--- config.mk ---
export PLATFORM = sky130hd
export DESIGN_NAME = n64_controller_phy_flat
export DESIGN_NICKNAME = d
export VERILOG_FILES = /design/src/rtl/n64_controller_phy_if.sv /design/src/rtl/n64_controller_phy.sv /design/src/flat_wrapper.sv
export SDC_FILE = /design/constraint.sdc
export NUM_CORES = 1
export LEC_CHECK = 0
export CORE_MARGIN = 8
export CORE_UTILIZATION = 25
export CTS_BUF_LIST = sky130_fd_sc_hd__clkbuf_16
export DETAILED_ROUTE_END_ITERATION = 7
export GPL_ROUTABILITY_DRIVEN = 0
export PLACE_DENSITY_LB_ADDON = 0.2
export SLEW_MARGIN = 20
export SYNTH_ARGS = -nofsm -noshare
export SYNTH_HDL_FRONTEND = slang
export SYNTH_SLANG_ARGS = --single-unit
export TNS_END_PERCENT = 100
--- constraint.sdc ---
create_clock -name PCLK -period 4.5 [get_ports PCLK]
set_clock_uncertainty 0.15 [all_clocks]
set_input_delay 0.675 -clock PCLK [delete_from_list [all_inputs] [get_ports PCLK]]
set_output_delay 0.675 -clock PCLK [all_outputs]
set_load 0.005 [all_outputs]
--- src/rtl/n64_controller_phy_if.sv ---
// Control levels, pad signals and status between the APB register block,
// the N64 controller PHY and the open-drain pad.
interface n64_controller_phy_if;
  localparam int unsigned BUTTON_W = 32;

  logic                polling_enable;
  logic                controller_reset;
  logic                data_in;
  logic                data_oe;
  logic [BUTTON_W-1:0] button_data;
  logic                data_valid;
  logic                rx_timeout;
  logic                busy;

  modport master (
    output polling_enable, controller_reset, data_in,
    input  data_oe, button_data, data_valid, rx_timeout, busy
  );

  modport slave (
    input  polling_enable, controller_reset, data_in,
    output data_oe, button_data, data_valid, rx_timeout, busy
  );
endinterface

--- src/rtl/n64_controller_phy.sv ---
// One-wire N64 controller engine: sends 0xFF/0x01 commands and deserialises replies.
// Optional N64_GLITCH_FILTER_EN adds a 3-sample majority filter on the synced line.
module n64_controller_phy #(
  parameter int unsigned US_CYCLES   = 100,
  parameter int unsigned POLL_GAP_US = 1000,
  parameter int unsigned TIMEOUT_US  = 100
) (
  input logic                 PCLK,
  input logic                 PRESERN,
  n64_controller_phy_if.slave bus
);

  localparam int unsigned GAP_CYC  = POLL_GAP_US * US_CYCLES;
  localparam int unsigned TO_CYC   = TIMEOUT_US * US_CYCLES;
  localparam int unsigned BIT3_CYC = 3 * US_CYCLES;
  localparam int unsigned LONG_CYC = (GAP_CYC > TO_CYC) ? GAP_CYC : TO_CYC;
  localparam int unsigned CNT_MAX  = (LONG_CYC > BIT3_CYC) ? LONG_CYC : BIT3_CYC;
  localparam int unsigned CNT_W    = $clog2(CNT_MAX + 1);
  localparam int unsigned BIT_W    = 6;
  localparam int unsigned DATA_W   = 32;

  typedef enum logic [2:0] {
    IDLE, TX, TX_STOP, RX_WAIT_FALL, RX_SAMPLE, RX_WAIT_HIGH, GAP
  } state_e;

  state_e              state_q, state_d;
  logic [CNT_W-1:0]    cnt_q, cnt_d;
  logic [7:0]          tx_sh_q, tx_sh_d;
  logic [2:0]          tx_idx_q, tx_idx_d;
  logic                tx_hi_q, tx_hi_d;
  logic [BIT_W-1:0]    expected_q, expected_d;
  logic [BIT_W-1:0]    bit_cnt_q, bit_cnt_d;
  logic                poll_q, poll_d;
  logic [DATA_W-1:0]   shift_q, shift_d;
  logic [DATA_W-1:0]   button_q, button_d;
  logic                dv_q, dv_d;
  logic                to_q, to_d;
  logic                oe_q, oe_d;
  logic                busy_q, busy_d;
  logic                reset_pending_q, reset_pending_d;
  logic                ctrl_reset_q, ctrl_reset_d;
  logic [1:0]          sync_q, sync_d;
  logic                rx_prev_q, rx_prev_d;
  logic                line_s;
  logic                rx_line;

  // Low (driven) and high (released) phase lengths of one command bit, minus one.
  function automatic logic [CNT_W-1:0] low_len(input logic b);
    return b ? CNT_W'(US_CYCLES - 1) : CNT_W'(BIT3_CYC - 1);
  endfunction

  function automatic logic [CNT_W-1:0] high_len(input logic b);
    return b ? CNT_W'(BIT3_CYC - 1) : CNT_W'(US_CYCLES - 1);
  endfunction

  assign line_s = sync_q[1];

`ifdef N64_GLITCH_FILTER_EN
  logic [1:0] hist_q, hist_d;
  logic       line_f_q, line_f_d;

  // Majority of three consecutive synced samples; a lone one-cycle pulse never wins.
  always_comb begin
    hist_d   = {hist_q[0], line_s};
    line_f_d = (line_s & hist_q[0]) | (line_s & hist_q[1]) | (hist_q[0] & hist_q[1]);
  end

  always_ff @(posedge PCLK) begin
    if (!PRESERN) begin
      hist_q   <= 2'b11;
      line_f_q <= 1'b1;
    end else begin
      hist_q   <= hist_d;
      line_f_q <= line_f_d;
    end
  end

  assign rx_line = line_f_q;
`else
  assign rx_line = line_s;
`endif

  always_comb begin
    state_d         = state_q;
    cnt_d           = cnt_q;
    tx_sh_d         = tx_sh_q;
    tx_idx_d        = tx_idx_q;
    tx_hi_d         = tx_hi_q;
    expected_d      = expected_q;
    bit_cnt_d       = bit_cnt_q;
    poll_d          = poll_q;
    shift_d         = shift_q;
    button_d        = button_q;
    dv_d            = 1'b0;
    to_d            = 1'b0;
    reset_pending_d = reset_pending_q;
    ctrl_reset_d    = bus.controller_reset;
    sync_d          = {sync_q[0], bus.data_in};
    rx_prev_d       = rx_line;

    unique case (state_q)
      IDLE: begin
        if (reset_pending_q) begin
          reset_pending_d = 1'b0;
          tx_sh_d         = 8'hFF;
          expected_d      = BIT_W'(24);
          poll_d          = 1'b0;
          cnt_d           = low_len(1'b1);
          state_d         = TX;
        end else if (bus.polling_enable) begin
          tx_sh_d         = 8'h01;
          expected_d      = BIT_W'(32);
          poll_d          = 1'b1;
          cnt_d           = low_len(1'b0);
          state_d         = TX;
        end
        tx_idx_d  = 3'd0;
        tx_hi_d   = 1'b0;
        bit_cnt_d = '0;
        shift_d   = '0;
      end

      TX: begin
        if (cnt_q != '0) begin
          cnt_d = cnt_q - CNT_W'(1);
        end else if (!tx_hi_q) begin
          tx_hi_d = 1'b1;
          cnt_d   = high_len(tx_sh_q[7]);
        end else if (tx_idx_q == 3'd7) begin
          cnt_d   = CNT_W'(US_CYCLES - 1);
          state_d = TX_STOP;
        end else begin
          tx_idx_d = tx_idx_q + 3'd1;
          tx_hi_d  = 1'b0;
          tx_sh_d  = {tx_sh_q[6:0], 1'b0};
          cnt_d    = low_len(tx_sh_q[6]);
        end
      end

      TX_STOP: begin
        if (cnt_q != '0) begin
          cnt_d = cnt_q - CNT_W'(1);
        end else begin
          cnt_d   = CNT_W'(TO_CYC - 1);
          state_d = RX_WAIT_FALL;
        end
      end

      RX_WAIT_FALL: begin
        if (rx_prev_q && !rx_line) begin
          cnt_d   = CNT_W'(2 * US_CYCLES - 1);
          state_d = RX_SAMPLE;
        end else if (cnt_q == '0) begin
          to_d    = 1'b1;
          cnt_d   = CNT_W'(GAP_CYC - 1);
          state_d = GAP;
        end else begin
          cnt_d = cnt_q - CNT_W'(1);
        end
      end

      // Mid-bit sample: 2 us after the falling edge separates 1 us and 3 us lows.
      RX_SAMPLE: begin
        if (cnt_q != '0) begin
          cnt_d = cnt_q - CNT_W'(1);
        end else begin
          shift_d   = {shift_q[DATA_W-2:0], rx_line};
          bit_cnt_d = bit_cnt_q + BIT_W'(1);
          cnt_d     = CNT_W'(TO_CYC - 1);
          state_d   = RX_WAIT_HIGH;
        end
      end

      RX_WAIT_HIGH: begin
        if (rx_line) begin
          if (bit_cnt_q == expected_q) begin
            if (poll_q) begin
              button_d = shift_q;
              dv_d     = 1'b1;
            end
            cnt_d   = CNT_W'(GAP_CYC - 1);
            state_d = GAP;
          end else begin
            cnt_d   = CNT_W'(TO_CYC - 1);
            state_d = RX_WAIT_FALL;
          end
        end else if (cnt_q == '0) begin
          to_d    = 1'b1;
          cnt_d   = CNT_W'(GAP_CYC - 1);
          state_d = GAP;
        end else begin
          cnt_d = cnt_q - CNT_W'(1);
        end
      end

      GAP: begin
        if (cnt_q != '0) begin
          cnt_d = cnt_q - CNT_W'(1);
        end else begin
          state_d = IDLE;
        end
      end

      default: state_d = IDLE;
    endcase

    // A new request edge wins over the clear so back-to-back requests are not lost.
    if (bus.controller_reset && !ctrl_reset_q) begin
      reset_pending_d = 1'b1;
    end

    oe_d   = ((state_d == TX) && !tx_hi_d) || (state_d == TX_STOP);
    busy_d = !(state_d inside {IDLE, GAP});
  end

  always_ff @(posedge PCLK) begin
    if (!PRESERN) begin
      state_q         <= IDLE;
      cnt_q           <= '0;
      tx_sh_q         <= '0;
      tx_idx_q        <= '0;
      tx_hi_q         <= 1'b0;
      expected_q      <= '0;
      bit_cnt_q       <= '0;
      poll_q          <= 1'b0;
      shift_q         <= '0;
      button_q        <= '0;
      dv_q            <= 1'b0;
      to_q            <= 1'b0;
      oe_q            <= 1'b0;
      busy_q          <= 1'b0;
      reset_pending_q <= 1'b0;
      ctrl_reset_q    <= 1'b0;
      sync_q          <= 2'b11;
      rx_prev_q       <= 1'b1;
    end else begin
      state_q         <= state_d;
      cnt_q           <= cnt_d;
      tx_sh_q         <= tx_sh_d;
      tx_idx_q        <= tx_idx_d;
      tx_hi_q         <= tx_hi_d;
      expected_q      <= expected_d;
      bit_cnt_q       <= bit_cnt_d;
      poll_q          <= poll_d;
      shift_q         <= shift_d;
      button_q        <= button_d;
      dv_q            <= dv_d;
      to_q            <= to_d;
      oe_q            <= oe_d;
      busy_q          <= busy_d;
      reset_pending_q <= reset_pending_d;
      ctrl_reset_q    <= ctrl_reset_d;
      sync_q          <= sync_d;
      rx_prev_q       <= rx_prev_d;
    end
  end

  assign bus.data_oe     = oe_q;
  assign bus.button_data = button_q;
  assign bus.data_valid  = dv_q;
  assign bus.rx_timeout  = to_q;
  assign bus.busy        = busy_q;

endmodule

--- src/flat_wrapper.sv ---
// flat-port wrapper written by rule: the top's interface ports become plain ports
module n64_controller_phy_flat 
#(
  parameter int unsigned US_CYCLES   = 100,
  parameter int unsigned POLL_GAP_US = 1000,
  parameter int unsigned TIMEOUT_US  = 100
)
  (PCLK, PRESERN, bus_polling_enable, bus_controller_reset, bus_data_in, bus_data_oe, bus_button_data, bus_data_valid, bus_rx_timeout, bus_busy);
  n64_controller_phy_if bus_i ();
  input logic PCLK;
  input logic PRESERN;
  input wire logic [$bits(bus_i.polling_enable)-1:0] bus_polling_enable;
  input wire logic [$bits(bus_i.controller_reset)-1:0] bus_controller_reset;
  input wire logic [$bits(bus_i.data_in)-1:0] bus_data_in;
  output wire logic [$bits(bus_i.data_oe)-1:0] bus_data_oe;
  output wire logic [$bits(bus_i.button_data)-1:0] bus_button_data;
  output wire logic [$bits(bus_i.data_valid)-1:0] bus_data_valid;
  output wire logic [$bits(bus_i.rx_timeout)-1:0] bus_rx_timeout;
  output wire logic [$bits(bus_i.busy)-1:0] bus_busy;
  assign bus_i.polling_enable = bus_polling_enable;
  assign bus_i.controller_reset = bus_controller_reset;
  assign bus_i.data_in = bus_data_in;
  assign bus_data_oe = bus_i.data_oe;
  assign bus_button_data = bus_i.button_data;
  assign bus_data_valid = bus_i.data_valid;
  assign bus_rx_timeout = bus_i.rx_timeout;
  assign bus_busy = bus_i.busy;
  n64_controller_phy #(.US_CYCLES(US_CYCLES), .POLL_GAP_US(POLL_GAP_US), .TIMEOUT_US(TIMEOUT_US)) u_core (.PCLK(PCLK), .PRESERN(PRESERN), .bus(bus_i));
endmodule
# [Word-level counts from Yosys, hierarchy flattened]
# Index checks and enable logic that the tools add are counted.
[classes] add_sub_neg=3 mul=0 n_div=0 n_lt_le_gt_ge=0 eq_ne=17 shifts=0 mux=56 bitwise_logic=0 reduce_logical=26
[op_table] operator="$mux 17" n=11
[op_table] operator="$pmux 17 s6" n=1
[op_table] operator="$pmux 32 s2" n=1
[op_table] operator="$mux 3" n=15
[op_table] operator="$mux 8" n=5
[op_table] operator="$mux 32" n=1
[op_table] operator="$pmux 3 s7" n=1
[op_table] operator="$mux 6" n=3
[op_table] operator="$mux 9" n=2
[op_table] operator="$logic_not 17->1" n=1
[op_table] operator="$reduce_bool 17->1" n=1
[op_table] operator="$sub 17x1->17 const B" n=1
[op_table] operator="$pmux 8 s2" n=1
[op_table] operator="$eq 3x3->1 const B" n=5
[op_table] operator="$pmux 6 s2" n=1
[op_table] operator="$reduce_and 4->1" n=3
[op_table] operator="$mux 1" n=11
[op_table] operator="$reduce_bool 2->1" n=5
[op_table] operator="$eq 3x2->1 const B" n=3
[op_table] operator="$add 6x1->6 const B" n=1
[op_table] operator="$eq 3x1->1 const B" n=2
[op_table] operator="$eq 6x6->1" n=1
[op_table] operator="$logic_not 3->1" n=2
[op_table] operator="$ne 2x2->1 const B" n=3
[op_table] operator="13 further kinds" n=21
[totals] regBits=118 latch_bits=0 mem_bits_rw=0 romBits=0 input_bits=5 output_inout_bits=36 word_cells=120 memories=0

# [Depth between registers and ports, before layout]
# Gate-level depths: netlist (run 1).
[depth] ltp_word=8 mapped_depth=10 ltp_nobuf=8

# [Least setup slack after synthesis (run 1)]
# Ideal clock, no wire load.
[synth_timing] path_kind="flip-flop to flip-flop" startpoint="register u_core.cnt_q[0]" endpoint="register u_core.oe_q, in the netlist u_core.bus.data_oe" setup_time_ns=0.096 t_arrival_ns=1.945 required_ns=4.254 slack_ns=2.309 stages_incl_launch_ff=10 path_buffers=1 period_less_slack_ns=2.191 path_cell_list="dfxtp_1 inv_1 ha_1 nor4b_1 and4_1 buf_4 nor2_2 o22ai_2 or4_4 o41ai_2"
[synth_between] elab_chain_len=7 elab_cells_between_ends=17 cone_classes="2 x eq/ne; 10 x mux; 5 x reduce/logical"
[synth_rtl] element="from (decl)" line="n64_controller_phy.sv:27" rtl="logic [CNT_W-1:0] cnt_q, cnt_d;"
[synth_rtl] element="from (signal assigned)" line="n64_controller_phy.sv:238" rtl="cnt_q <= cnt_d;"
[synth_rtl] element="$logic_not 17->1" line="n64_controller_phy.sv:153, n64_controller_phy.sv:187"
[synth_rtl] element="$mux 3" line="n64_controller_phy.sv:153, n64_controller_phy.sv:187"
[synth_rtl] element="$mux 3, on equally long branches" line="n64_controller_phy.sv:175, n64_controller_phy.sv:150"
[synth_rtl] element="$pmux 3 s7" line="n64_controller_phy.sv:101" rtl="unique case (state_q)"
[synth_rtl] element="$eq 3x1->1" line="n64_controller_phy.sv:212" rtl="oe_d = ((state_d == TX) && !tx_hi_d) || (state_d == TX_STOP);"
[synth_rtl] element="$logic_and 1x1->1" line="n64_controller_phy.sv:212"
[synth_rtl] element="$logic_or 1x1->1 (*)" line="n64_controller_phy.sv:212"
[synth_rtl] element="to (signal assigned)" line="n64_controller_phy.sv:230" rtl="oe_q <= 1'b0;"
[synth_rtl] element="to (signal assigned)" line="n64_controller_phy.sv:249" rtl="oe_q <= oe_d;"
[synth_rtl] element="to (decl)" line="n64_controller_phy.sv:38" rtl="logic oe_q, oe_d;"
# Every way passes the cells marked *; elsewhere a longest branch is shown, timed or not.
# A chain may end at the register's enable or synchronous reset.

# [Worst setup path after layout (run 1)]
[layout_timing] startpoint="register u_core.cnt_q[0]" endpoint="register u_core.cnt_q[8]"
[layout_between] elab_chain_len=4 elab_cells_between_ends=12 cone_classes="1 x add/sub; 1 x eq/ne; 7 x mux; 3 x reduce/logical"
[layout_rtl] element="$sub 17x1->17 / $logic_not 17->1 (equally long branches)"
[layout_rtl] element="$mux 17" line="n64_controller_phy.sv:153, n64_controller_phy.sv:187"
[layout_rtl] element="$mux 17, on equally long branches" line="n64_controller_phy.sv:175, n64_controller_phy.sv:150"
[layout_rtl] element="$pmux 17 s6" line="n64_controller_phy.sv:101"
# Several ways; a longest one is shown, not always the timed one. The select of a mux whose other input is x is not followed.

==> PnR_summary.wiki, run 1 <==
{| class="wikitable"
! Metric !! Value
|-
| Critical path fanouts, max || 11
|-
| Cell count after synthesis || 626
|-
| Number of endpoints with negative hold slack in the final report || 0
|-
| Share of cell area taken by muxes after synthesis || 0.5900%
|-
| Arrival time of the worst setup path || 3170 ps
|-
| Post-DR wirelength/cell || 15.31 um
|-
| Peak VDD IR || 0.0002425 V
|-
| Combined area of the multi-input logic cells || 2587 sq um
|-
| Grt total ovfl || 0
|-
| Antenna violations before repair || 0
|-
| Ranking of synthesized cells by area || sky130_fd_sc_hd__dfxtp_1 44%, sky130_fd_sc_hd__nand2_1 7.2%, sky130_fd_sc_hd__a21oi_1 7.0%, sky130_fd_sc_hd__a22oi_1 6.0%, sky130_fd_sc_hd__nor2_1 5.1%
|-
| Final #Nets || 657
|-
| Depth of the CTS H-tree || 4
|-
| Cell area power density || 431.3 nW/um^2
|-
| Most repeated cell in the gate-level netlist after synthesis || sky130_fd_sc_hd__dfxtp_1
|-
| Warning count from the yosys run || 0
|-
| Sequential-to-total area share from yosys stat || 44.44%
|-
| Synthesized flop and latch total || 113
|-
| Placed wire-length estimate after detailed placement || 9281 um
|-
| Worst Tran Pin Value || 1046 ps
|-
| Chip Width || 158.7 um
|-
| Length of the first detailed-routing pass in iterations || 6
|-
| Max-cap violation count || 0
|-
| Clock tree from TritonCTS || yes
|-
| DRC violation count after routing || 0
|-
| RSZ-0062 raised after global routing || false
|-
| Net Count, Synth || 637
|-
| Die H || 158.7 um
|-
| Starting density of the core || 25.32%
|-
| Post-route non-filler standard cell count || 929
|-
| Post-cts sizing count || 0
|-
| Reg clk slew, reported paths || 60 ps
|-
| Classification of the worst-slack hold path || reg -> reg
|-
| Setup TNS || 0 ps
|-
| Count of pins over their slew limit || 0
|-
| Number of DRC violations after detailed-routing iteration 0 || 315
|-
| Fraction of final layout cells sized beyond drive strength 1 || 8.953%
|-
| Max frequency || 0.3356 GHz
|-
| Number of distinct library cells after synthesis || 69
|-
| Avg Inst Size Synth || 8.131 sq um
|-
| # IOs || 41
|-
| Clock insertion delay at the later pin of the skew report || 410 ps
|-
| Number of CTS-inserted buffers || 17
|-
| Number of synthesized flops with an enable pin || 0
|-
| Clock sink total || 113
|-
| Fraction of the mapped netlist area in compound gates || 24.56%
|-
| Cell leakage power || 2.156 nW
|-
| Most instantiated flip-flop cell in the synthesis netlist || sky130_fd_sc_hd__dfxtp_1
|-
| PortBufs || 40
|-
| Register Area || 2262 sq um
|-
| Min Clock Period, post-route || 2979 ps
|-
| GRT Util Overall || 11.65%
|-
| Slew Limit Headroom || 29.84%
|-
| Post-DR vias/cell || 5.060
|-
| Post-CTS setup buffers || 0
|-
| Ys async rst share || 0%
|-
| Type of element capturing the critical path || register
|-
| Cell accounting for the most synthesized area || sky130_fd_sc_hd__dfxtp_1
|-
| Routed Wire Length || 14220 um
|-
| Maximum number of pins on one net before global-route repair || 63
|-
| Global-route wire length before repair || 23070 um
|-
| Main combinational cell family by area after synthesis || compound AO/OA/AOI/OAI gates
|-
| Simple logic cell fraction of the synthesized area || 22.00%
|-
| Setup violators final || 0
|-
| Crit start category || register
|-
| Cells after DPL || 897
|-
| Inserted Diodes || 0
|-
| Number of global-route vias before repair || 4493
|-
| Max clock buf depth || 2
|-
| Routed vias || 4701
|-
| Cts-stage hold buffer count || 0
|-
| Number of inserted filler cells in the final layout || 2102
|-
| Fin crit share || 66.21%
|-
| Floorplan core area || 20100 sq um
|-
| Synthesized-area fraction occupied by adder cells || 1.475%
|-
| CP Data Required Time || 4690 ps
|-
| Share of Yosys cell area claimed by the top area cell type || 44.44%
|-
| Clock Tree Root || sky130_fd_sc_hd__clkbuf_16
|-
| Result of the run || complete, no violations
|-
| Most frequent cells after synthesis || 113 x sky130_fd_sc_hd__dfxtp_1, 97 x sky130_fd_sc_hd__nand2_1, 71 x sky130_fd_sc_hd__a21oi_1
|-
| Parity-gate share of the synthesized area counting xor and xnor cells || 2.065%
|-
| Post-synthesis to final-layout area growth || 23.60%
|-
| Number of rows in the core area || 52
|-
| CP Class || reg -> reg
|-
| Area of the die || 25180 sq um
|-
| Mapped Area || 5090 sq um
|-
| Antenna-violating nets left || 0
|}
[power by group]
group / internal [mW] / switching [mW]
registers: 1.03 / 0.0293
clock network: 0.866 / 0.495
logic: 0.0978 / 0.198
[layer usage]
metal  share of wire, %  vias to the layer above  GRT usage, %
li1                   -                     2271             -
met1                 46                     2242         14.05
met2                 46                      147         18.02
met3                5.6                       41         4.452
met4                2.6                        0         5.299
met5                  0                        -             0
[worst max-delay path: stages, from the launching register on]
cell	delay, ps
sky130_fd_sc_hd__dfxtp_1	380
sky130_fd_sc_hd__inv_1	80
sky130_fd_sc_hd__ha_1	230
sky130_fd_sc_hd__nor4b_1	170
sky130_fd_sc_hd__and4_1	400
sky130_fd_sc_hd__o21ai_2	450
sky130_fd_sc_hd__a21boi_1	670
sky130_fd_sc_hd__o21ai_0	200
sky130_fd_sc_hd__a21oi_1	170
[cell type report]
cell class,instances,share of cell area (%)
clock buffers,17,6.762
clock inverters,15,2.665
inverters,12,0.7160
multi-input cells,455,41.13
flip-flops and latches,113,35.96
well taps,270,5.370
repair buffers,47,7.399
[layout by cell type (no fill, tap or decap), types with 6 or more instances in the layout]
master,netlist,routed
sky130_fd_sc_hd__dfxtp_1,113,113
sky130_fd_sc_hd__nand2_1,97,96
sky130_fd_sc_hd__a21oi_1,71,71
sky130_fd_sc_hd__nor2_1,69,69
sky130_fd_sc_hd__a22oi_1,41,41
sky130_fd_sc_hd__clkdlybuf4s50_1,0,40
sky130_fd_sc_hd__o21ai_0,18,18
sky130_fd_sc_hd__clkbuf_16,0,17
sky130_fd_sc_hd__nor3_1,13,13
sky130_fd_sc_hd__inv_1,12,12
sky130_fd_sc_hd__nand3_1,12,12
sky130_fd_sc_hd__o21ai_1,9,9
sky130_fd_sc_hd__xor2_1,7,7
sky130_fd_sc_hd__a211oi_1,7,7
sky130_fd_sc_hd__a31oi_1,6,6
sky130_fd_sc_hd__ha_1,6,6
sky130_fd_sc_hd__buf_4,2,6
[per-stage QoR]
stage               worst slack [ps]  total power [mW]  hold slack [ps]  instance area (sq um)  util, %
finish                          1521             2.713            267.3                   6291    31.29
global route                    1222             2.833            283.4                   6291    31.29
global placement                1517             1.364            252.0                   5695    28.33
detailed placement              1448             1.367            250.9                   5698    28.34
CTS                             1547             2.739            273.5                   6291    31.29
floorplan                       2309             1.293            236.3                   5090        -
[registers in the layout, indices dropped and copies added (netlist names)]
| register | cells |
|---|---|
| u_core.bus.button_data | 32 |
| u_core.shift_q | 32 |
| u_core.cnt_q | 17 |
| u_core.tx_sh_q | 8 |
| u_core.bit_cnt_q | 6 |
| u_core.state_q | 3 |
| u_core.tx_idx_q | 3 |
| u_core.expected_q | 2 |
| u_core.sync_q | 2 |
| u_core.bus.busy | 1 |
| u_core.bus.data_oe | 1 |
| u_core.bus.data_valid | 1 |
| u_core.bus.rx_timeout | 1 |
| u_core.ctrl_reset_q | 1 |
| u_core.reset_pending_q | 1 |
| u_core.rx_prev_q | 1 |
| u_core.tx_hi_q | 1 |
[final timing paths]
check              startpoint          endpoint  slack, ps  cells after the start
min reg2reg  u_core.sync_q[0]  u_core.sync_q[1]        270                      1
min          u_core.sync_q[0]  u_core.sync_q[1]        270                      1
max reg2reg   u_core.cnt_q[0]   u_core.cnt_q[8]       1520                      8
max           u_core.cnt_q[0]   u_core.cnt_q[8]       1520                      8
[logic make-up after synthesis]
kind of cell	count (synthesis)
AO/OA/AOI/OAI	194
XOR/XNOR	12
adder cells (fa/ha/maj)	6
buffers and inverters	58
flip-flops	113
multiplexers	3
AND/OR/NAND/NOR	240
No activity file was read; power rests on OpenSTA's default activity.
==> run 2: changes to the inputs <==
==> constraint.sdc (replaced) <==
create_clock -name PCLK -period 2.8 [get_ports PCLK]
set_clock_uncertainty 0.15 [all_clocks]
set_input_delay 0.42 -clock PCLK [delete_from_list [all_inputs] [get_ports PCLK]]
set_output_delay 0.42 -clock PCLK [all_outputs]
set_load 0.005 [all_outputs]
==> run 2 against run 1 <==
Clock power grew 57%; die area is the same; wire length shrank 1.3%; utilization grew 0.62 points; via count is the same; sequential share of layout area shrank 0.69 points; worst setup slack lost 1300 ps; hold slack gained 14 ps; combinational power grew 70%; sequential power grew 60%; critical path type unchanged; critical endpoint is now u_core.cnt_q[12]; largest cell class unchanged.
==> PnR_summary.wiki, run 2 (same netlist as run 1, synthesis figures left out) <==
{| class="wikitable"
! Metric !! Value
|-
| Result of the run || complete, no violations
|-
| Number of CTS-inserted buffers || 17 (unchanged)
|-
| Setup TNS || 0 ps (unchanged)
|-
| GRT Util Overall || 11.78% (+0.13 points)
|-
| Most common cell after layout, fill and taps aside || sky130_fd_sc_hd__dfxtp_1
|-
| Fin crit share || 92.03% (+26 points)
|-
| Post-CTS setup buffers || 0 (unchanged)
|-
| Classification of the worst-slack hold path || reg -> reg
|-
| CP Data Required Time || 2970 ps (-1720 ps)
|-
| Routed vias || 4701 (unchanged)
|-
| Area of the die || 25180 sq um (unchanged)
|-
| Starting density of the core || 25.32% (unchanged)
|-
| # IOs || 41 (unchanged)
|-
| Post-synthesis to final-layout area growth || 26.03%
|-
| Max frequency || 0.3881 GHz (+16%)
|-
| Grt total ovfl || 0 (unchanged)
|-
| Maximum number of pins on one net before global-route repair || 54 (-14%)
|-
| Number of endpoints with negative hold slack in the final report || 0 (unchanged)
|-
| Min Clock Period, post-route || 2577 ps (-402.6 ps)
|-
| CP Class || reg -> reg
|-
| DRC violation count after routing || 0 (unchanged)
|-
| Floorplan core area || 20100 sq um (unchanged)
|-
| Setup violators final || 0 (unchanged)
|-
| Count of pins over their slew limit || 0 (unchanged)
|-
| RSZ-0062 raised after global routing || false
|-
| Chip Width || 158.7 um (unchanged)
|-
| Depth of the CTS H-tree || 4 (unchanged)
|-
| Max clock buf depth || 2 (unchanged)
|-
| Post-cts sizing count || 0 (unchanged)
|-
| Number of DRC violations after detailed-routing iteration 0 || 357 (+13%)
|-
| Clock insertion delay at the later pin of the skew report || 420 ps (about the same)
|-
| Final #Nets || 673 (+2.4%)
|-
| Post-DR vias/cell || 4.985 (-1.5%)
|-
| Arrival time of the worst setup path || 2740 ps (-430 ps)
|-
| Number of global-route vias before repair || 4550 (+1.3%)
|-
| Die H || 158.7 um (unchanged)
|-
| Number of rows in the core area || 52 (unchanged)
|-
| Most frequent cells in the layout || 113 x sky130_fd_sc_hd__dfxtp_1, 97 x sky130_fd_sc_hd__nand2_1, 71 x sky130_fd_sc_hd__a21oi_1
|-
| Post-DR wirelength/cell || 14.88 um (-2.8%)
|-
| Reg clk slew, reported paths || 60 ps (about the same)
|-
| Routed Wire Length || 14040 um (-1.3%)
|-
| Max-cap violation count || 0 (unchanged)
|-
| Worst Tran Pin Value || 669.7 ps (-376.4 ps)
|-
| Peak VDD IR || 0.0004242 V (+75%)
|-
| Antenna-violating nets left || 0 (unchanged)
|-
| Fraction of final layout cells sized beyond drive strength 1 || 10.70% (+1.7 points)
|-
| Cts-stage hold buffer count || 0 (unchanged)
|-
| Cell area power density || 675.3 nW/um^2 (+57%)
|-
| Placed wire-length estimate after detailed placement || 9609 um (+3.5%)
|-
| Slew Limit Headroom || 55.29% (+25 points)
|-
| Inserted Diodes || 0 (unchanged)
|-
| Worst hold margin || 280.8 ps (+13.51 ps)
|-
| Clock Tree Root || sky130_fd_sc_hd__clkbuf_16
|-
| Cell leakage power || 2.232 nW (+3.5%)
|-
| PortBufs || 40 (unchanged)
|-
| Clock tree from TritonCTS || yes
|-
| Crit start category || register
|-
| Clock sink total || 113 (unchanged)
|-
| Antenna violations before repair || 0 (unchanged)
|-
| Length of the first detailed-routing pass in iterations || 5 (-1)
|-
| Global-route wire length before repair || 23250 um (+0.78%)
|-
| Critical path fanouts, max || 15 (+4)
|-
| Type of element capturing the critical path || register
|}
## run 2: worst max-delay path: stages (launching register included)
cell and delay (ps):
sky130_fd_sc_hd__dfxtp_1 380, sky130_fd_sc_hd__inv_1 80, sky130_fd_sc_hd__ha_1 220, sky130_fd_sc_hd__nor4b_2 180, sky130_fd_sc_hd__nand4_2 240, sky130_fd_sc_hd__buf_4 260
sky130_fd_sc_hd__o21ai_0 110, sky130_fd_sc_hd__a211oi_1 390, sky130_fd_sc_hd__o21ai_0 150, sky130_fd_sc_hd__a311oi_1 310
## run 2: worst paths after layout
check / to / slack (ps) / cells past startpoint / start
max: u_core.cnt_q[12] / 220 / 9 / u_core.cnt_q[0]
min: u_core.sync_q[1] / 280 / 1 / u_core.sync_q[0]
max reg2reg: u_core.cnt_q[12] / 220 / 9 / u_core.cnt_q[0]
min reg2reg: u_core.sync_q[1] / 280 / 1 / u_core.sync_q[0]
## run 2: final cells by class
class	instances	area, sq um
Tap cell	270	337.8
Timing Repair Buffer	63	610.6
Inverter	12	45.04
Clock inverter	13	147.6
Fill cell	2092	13690
Clock buffer	17	425.4
Multi-Input combinational cell	455	2586
Sequential cell	113	2262
## run 2: layer usage
metal	track usage, %	part of all wire (%)	vias to the layer above
met1	14.85	47	2205
met2	18.00	44	167
met4	5.209	2.4	0
met5	0	0	-
li1	-	-	2303
met3	3.800	6.4	26
## run 2: report_power, final
part / total, mW / internal (mW) / switching (mW)
logic: 0.502 / 0.184 / 0.317
registers: 1.70 / 1.65 / 0.0511
clock network: 2.13 / 1.37 / 0.756
## run 2: per-stage QoR
stage / setup WS [ps] / cells / util [%] / area (sq um) / total power, mW
3_3_place_gp: 279.9 / 913 / 29.03 / 5836 / 2.226
3_5_place_dp: 271.8 / 913 / 29.03 / 5836 / 2.226
5_1_grt: 68.15 / 943 / 31.91 / 6415 / 4.519
2_1_floorplan: 609.1 / 626 / - / 5090 / 2.078
6_report: 223.2 / 943 / 31.91 / 6415 / 4.332
4_1_cts: 239.3 / 943 / 31.88 / 6409 / 4.369
==> run 3: changes to the inputs <==
--- a/config.mk
+++ b/config.mk
@@ -6,7 +6,7 @@
 export NUM_CORES = 1
 export LEC_CHECK = 0
 export CORE_MARGIN = 8
-export CORE_UTILIZATION = 25
+export CORE_UTILIZATION = 58
 export CTS_BUF_LIST = sky130_fd_sc_hd__clkbuf_16
 export DETAILED_ROUTE_END_ITERATION = 7
 export GPL_ROUTABILITY_DRIVEN = 0
==> run 3 against run 2 <==
Final cell count shrank 17%; flip-flop and latch count is the same; highest routed layer unchanged; die area shrank 52%; critical path type unchanged.
==> PnR_summary.wiki, run 3 (same netlist as run 1, synthesis figures left out) <==
{| class="wikitable"
! Metric !! Value
|-
| Clock sink total || 113 (unchanged)
|-
| Post-DR wirelength/cell || 16.84 um (+13%)
|-
| Most frequent cells in the layout || 113 x sky130_fd_sc_hd__dfxtp_1, 97 x sky130_fd_sc_hd__nand2_1, 71 x sky130_fd_sc_hd__a21oi_1
|-
| Post-route non-filler standard cell count || 781 (-17%)
|-
| Endpoint of the worst-slack reg-to-reg timing path || u_core.cnt_q[14]
|-
| Routed vias || 4858 (+3.3%)
|-
| Area of the die || 12030 sq um (-52%)
|-
| Count of pins over their slew limit || 0 (unchanged)
|-
| Crit start category || register
|-
| Length of the first detailed-routing pass in iterations || 7 (+2)
|-
| Floorplan core area || 8636 sq um (-57%)
|-
| Setup Slack @ Placement || 136.3 ps (-135.5 ps)
|-
| Cell depth of the worst min-delay path || 1 (unchanged)
|-
| Maximum cell stage delay along the critical path || 470 ps (+80 ps)
|-
| Starting density of the core || 58.94% (+34 points)
|-
| CP Data Required Time || 2970 ps (about the same)
|-
| Critical Path, Cell by Cell || inv_1, ha_1, nor4b_1, and4_2, o21ai_2, o31ai_1, buf_4, a21oi_1, a211oi_1
|-
| Setup TNS || 0 ps (unchanged)
|-
| Largest delay contributor family on the critical path || simple AND/OR/NAND/NOR gates
|-
| Number of endpoints with negative hold slack in the final report || 0 (unchanged)
|-
| Final #Nets || 671 (-0.30%)
|-
| Cell at the slowest stage of the critical path || sky130_fd_sc_hd__and4_2
|-
| Cell area power density || 705.6 nW/um^2 (+4.5%)
|-
| Maximum number of pins on one net before global-route repair || 67 (+24%)
|-
| Worst Tran Pin Value || 708.7 ps (+39.02 ps)
|-
| Number of CTS-inserted buffers || 17 (unchanged)
|-
| Final setup slack of the worst path || 198.9 ps (-24.23 ps)
|-
| Launch instance of the worst register-to-register path || u_core.cnt_q[0]
|-
| Number of rows in the core area || 34 (-35%)
|-
| Crit path buf inv count || 2 (unchanged)
|-
| Cts-stage hold buffer count || 0 (unchanged)
|-
| Most common cell after layout, fill and taps aside || sky130_fd_sc_hd__dfxtp_1
|-
| # IOs || 41 (unchanged)
|-
| Top sig layer || met4
|-
| Fin crit share || 92.90% (+0.87 points)
|-
| PortBufs || 40 (unchanged)
|-
| Antenna violations before repair || 0 (unchanged)
|-
| Cell leakage power || 2.213 nW (-0.87%)
|-
| Antenna-violating nets left || 0 (unchanged)
|-
| Min Clock Period, post-route || 2601 ps (+24.23 ps)
|-
| Post-place instance area || 5563 sq um (-4.7%)
|-
| Met2 Routed Length || 6051 um (-2.2%)
|-
| Max-cap violation count || 0 (unchanged)
|-
| WL met1 || 5420 um (-18%)
|-
| Die H || 109.7 um (-31%)
|-
| Met3 wire length || 1162 um (+29%)
|-
| RSZ-0062 raised after global routing || false
|-
| Peak VDD IR || 0.0006680 V (+57%)
|-
| Routed Wire Length || 13150 um (-6.3%)
|-
| CP Class || reg -> reg
|-
| Global-route wire length before repair || 21840 um (-6.1%)
|-
| Critical path fanouts, max || 11 (-4)
|-
| Clock insertion delay at the later pin of the skew report || 410 ps (about the same)
|-
| Design area || 6192 sq um (-3.5%)
|-
| Classification of the worst-slack hold path || reg -> reg
|-
| Clock tree from TritonCTS || yes
|-
| Setup violators final || 0 (unchanged)
|-
| Worst reg-to-reg setup slack || 200 ps (-20 ps)
|-
| Number of DRC violations after detailed-routing iteration 0 || 488 (+37%)
|-
| Length in cells of the worst reg-to-reg path || 9 (unchanged)
|-
| Depth of the CTS H-tree || 4 (unchanged)
|-
| Arrival time of the worst setup path || 2770 ps (+30 ps)
|-
| Number of global-route vias before repair || 4719 (+3.7%)
|-
| Clock Tree Root || sky130_fd_sc_hd__clkbuf_16
|-
| Max frequency || 0.3845 GHz (-0.93%)
|-
| Number of inserted filler cells in the final layout || 622 (-70%)
|-
| Post-DR vias/cell || 6.220 (+25%)
|-
| Slew Limit Headroom || 52.75% (-2.5 points)
|-
| GRT Util Overall || 22.42% (+11 points)
|-
| Hold Path End || u_core.reset_pending_q
|-
| Type of element capturing the critical path || register
|-
| Fraction of final layout cells sized beyond drive strength 1 || 11.14% (+0.45 points)
|-
| Placed wire-length estimate after detailed placement || 8491 um (-12%)
|-
| Result of the run || complete, no violations
|-
| Post-synthesis to final-layout area growth || 21.66%
|-
| DRC violation count after routing || 0 (unchanged)
|-
| Cells after DPL || 745 (-18%)
|-
| Startpoint of the lowest-slack hold path || u_core.ctrl_reset_q
|-
| Max clock buf depth || 2 (unchanged)
|-
| Reg clk slew, reported paths || 60 ps (about the same)
|-
| Inserted Diodes || 0 (unchanged)
|-
| Grt total ovfl || 0 (unchanged)
|-
| Post-route total power || 4.369 mW (+0.86%)
|-
| Chip Width || 109.7 um (-31%)
|}
## run 3: changes by cell type in the layout (fill, tap and decap cells not counted), sizes merged
| cell | delta |
|---|---|
| buf | -2 |
| bufinv | -1 |
| clkinv | -5 |
| clkinvlp | +2 |
| inv | +6 |
## run 3: report_power, final
part	switching, mW	internal, mW
logic	0.314	0.184
registers	0.0516	1.65
clock network	0.834	1.34
## run 3: timing repair
item,4_1_cts,5_1_grt
hold endpoints to repair,0,0
setup endpoints to repair,0,12
setup buffers,0,4
resized for setup,0,1
## run 3: stage by stage
step	utilization, %	hold WS, ps
floorplan	-	236.3
global placement	64.42	253.1
detailed placement	64.42	271.3
CTS	71.34	275.8
global route	71.70	297.2
finish	71.70	268.9
## run 3: worst register-to-register path, stage by stage (launching register included)
cell	delay [ps]
sky130_fd_sc_hd__dfxtp_1	340
sky130_fd_sc_hd__inv_1	90
sky130_fd_sc_hd__ha_1	170
sky130_fd_sc_hd__nor4b_1	400
sky130_fd_sc_hd__and4_2	470
sky130_fd_sc_hd__o21ai_2	200
sky130_fd_sc_hd__o31ai_1	110
sky130_fd_sc_hd__buf_4	250
sky130_fd_sc_hd__a21oi_1	60
sky130_fd_sc_hd__a211oi_1	260
## run 3: cell type report
class | count | area (sq um) | area share, %
timing repair buffer | 61 | 570.5 | 9.214
clock inverter | 15 | 172.7 | 2.788
tap | 108 | 135.1 | 2.182
clock buffer | 17 | 425.4 | 6.870
inverter | 12 | 45.04 | 0.7274
multi-input combinational | 455 | 2581 | 41.69
sequential | 113 | 2262 | 36.53
## run 3: worst max-delay path by stage
stage | to | slack (ps) | start | cells after the start
6_report | u_core.cnt_q[14] | 200 | u_core.cnt_q[0] | 9
5_1_grt | u_core.cnt_q[14] | 40 | u_core.cnt_q[0] | 9
4_1_cts | u_core.bus.data_oe | 120 | u_core.cnt_q[0] | 8
3_5_place_dp | u_core.bit_cnt_q[5] | 140 | u_core.cnt_q[0] | 8
3_3_place_gp | u_core.cnt_q[14] | 240 | u_core.cnt_q[0] | 9
2_1_floorplan | u_core.bus.data_oe | 610 | u_core.cnt_q[0] | 9
## run 3: layer usage
metal / vias up / GRT usage, %
li1: 2304 / -
met1: 2216 / 26.89
met2: 268 / 35.66
met3: 70 / 5.979
met4: 0 / 12.83
met5: - / 0
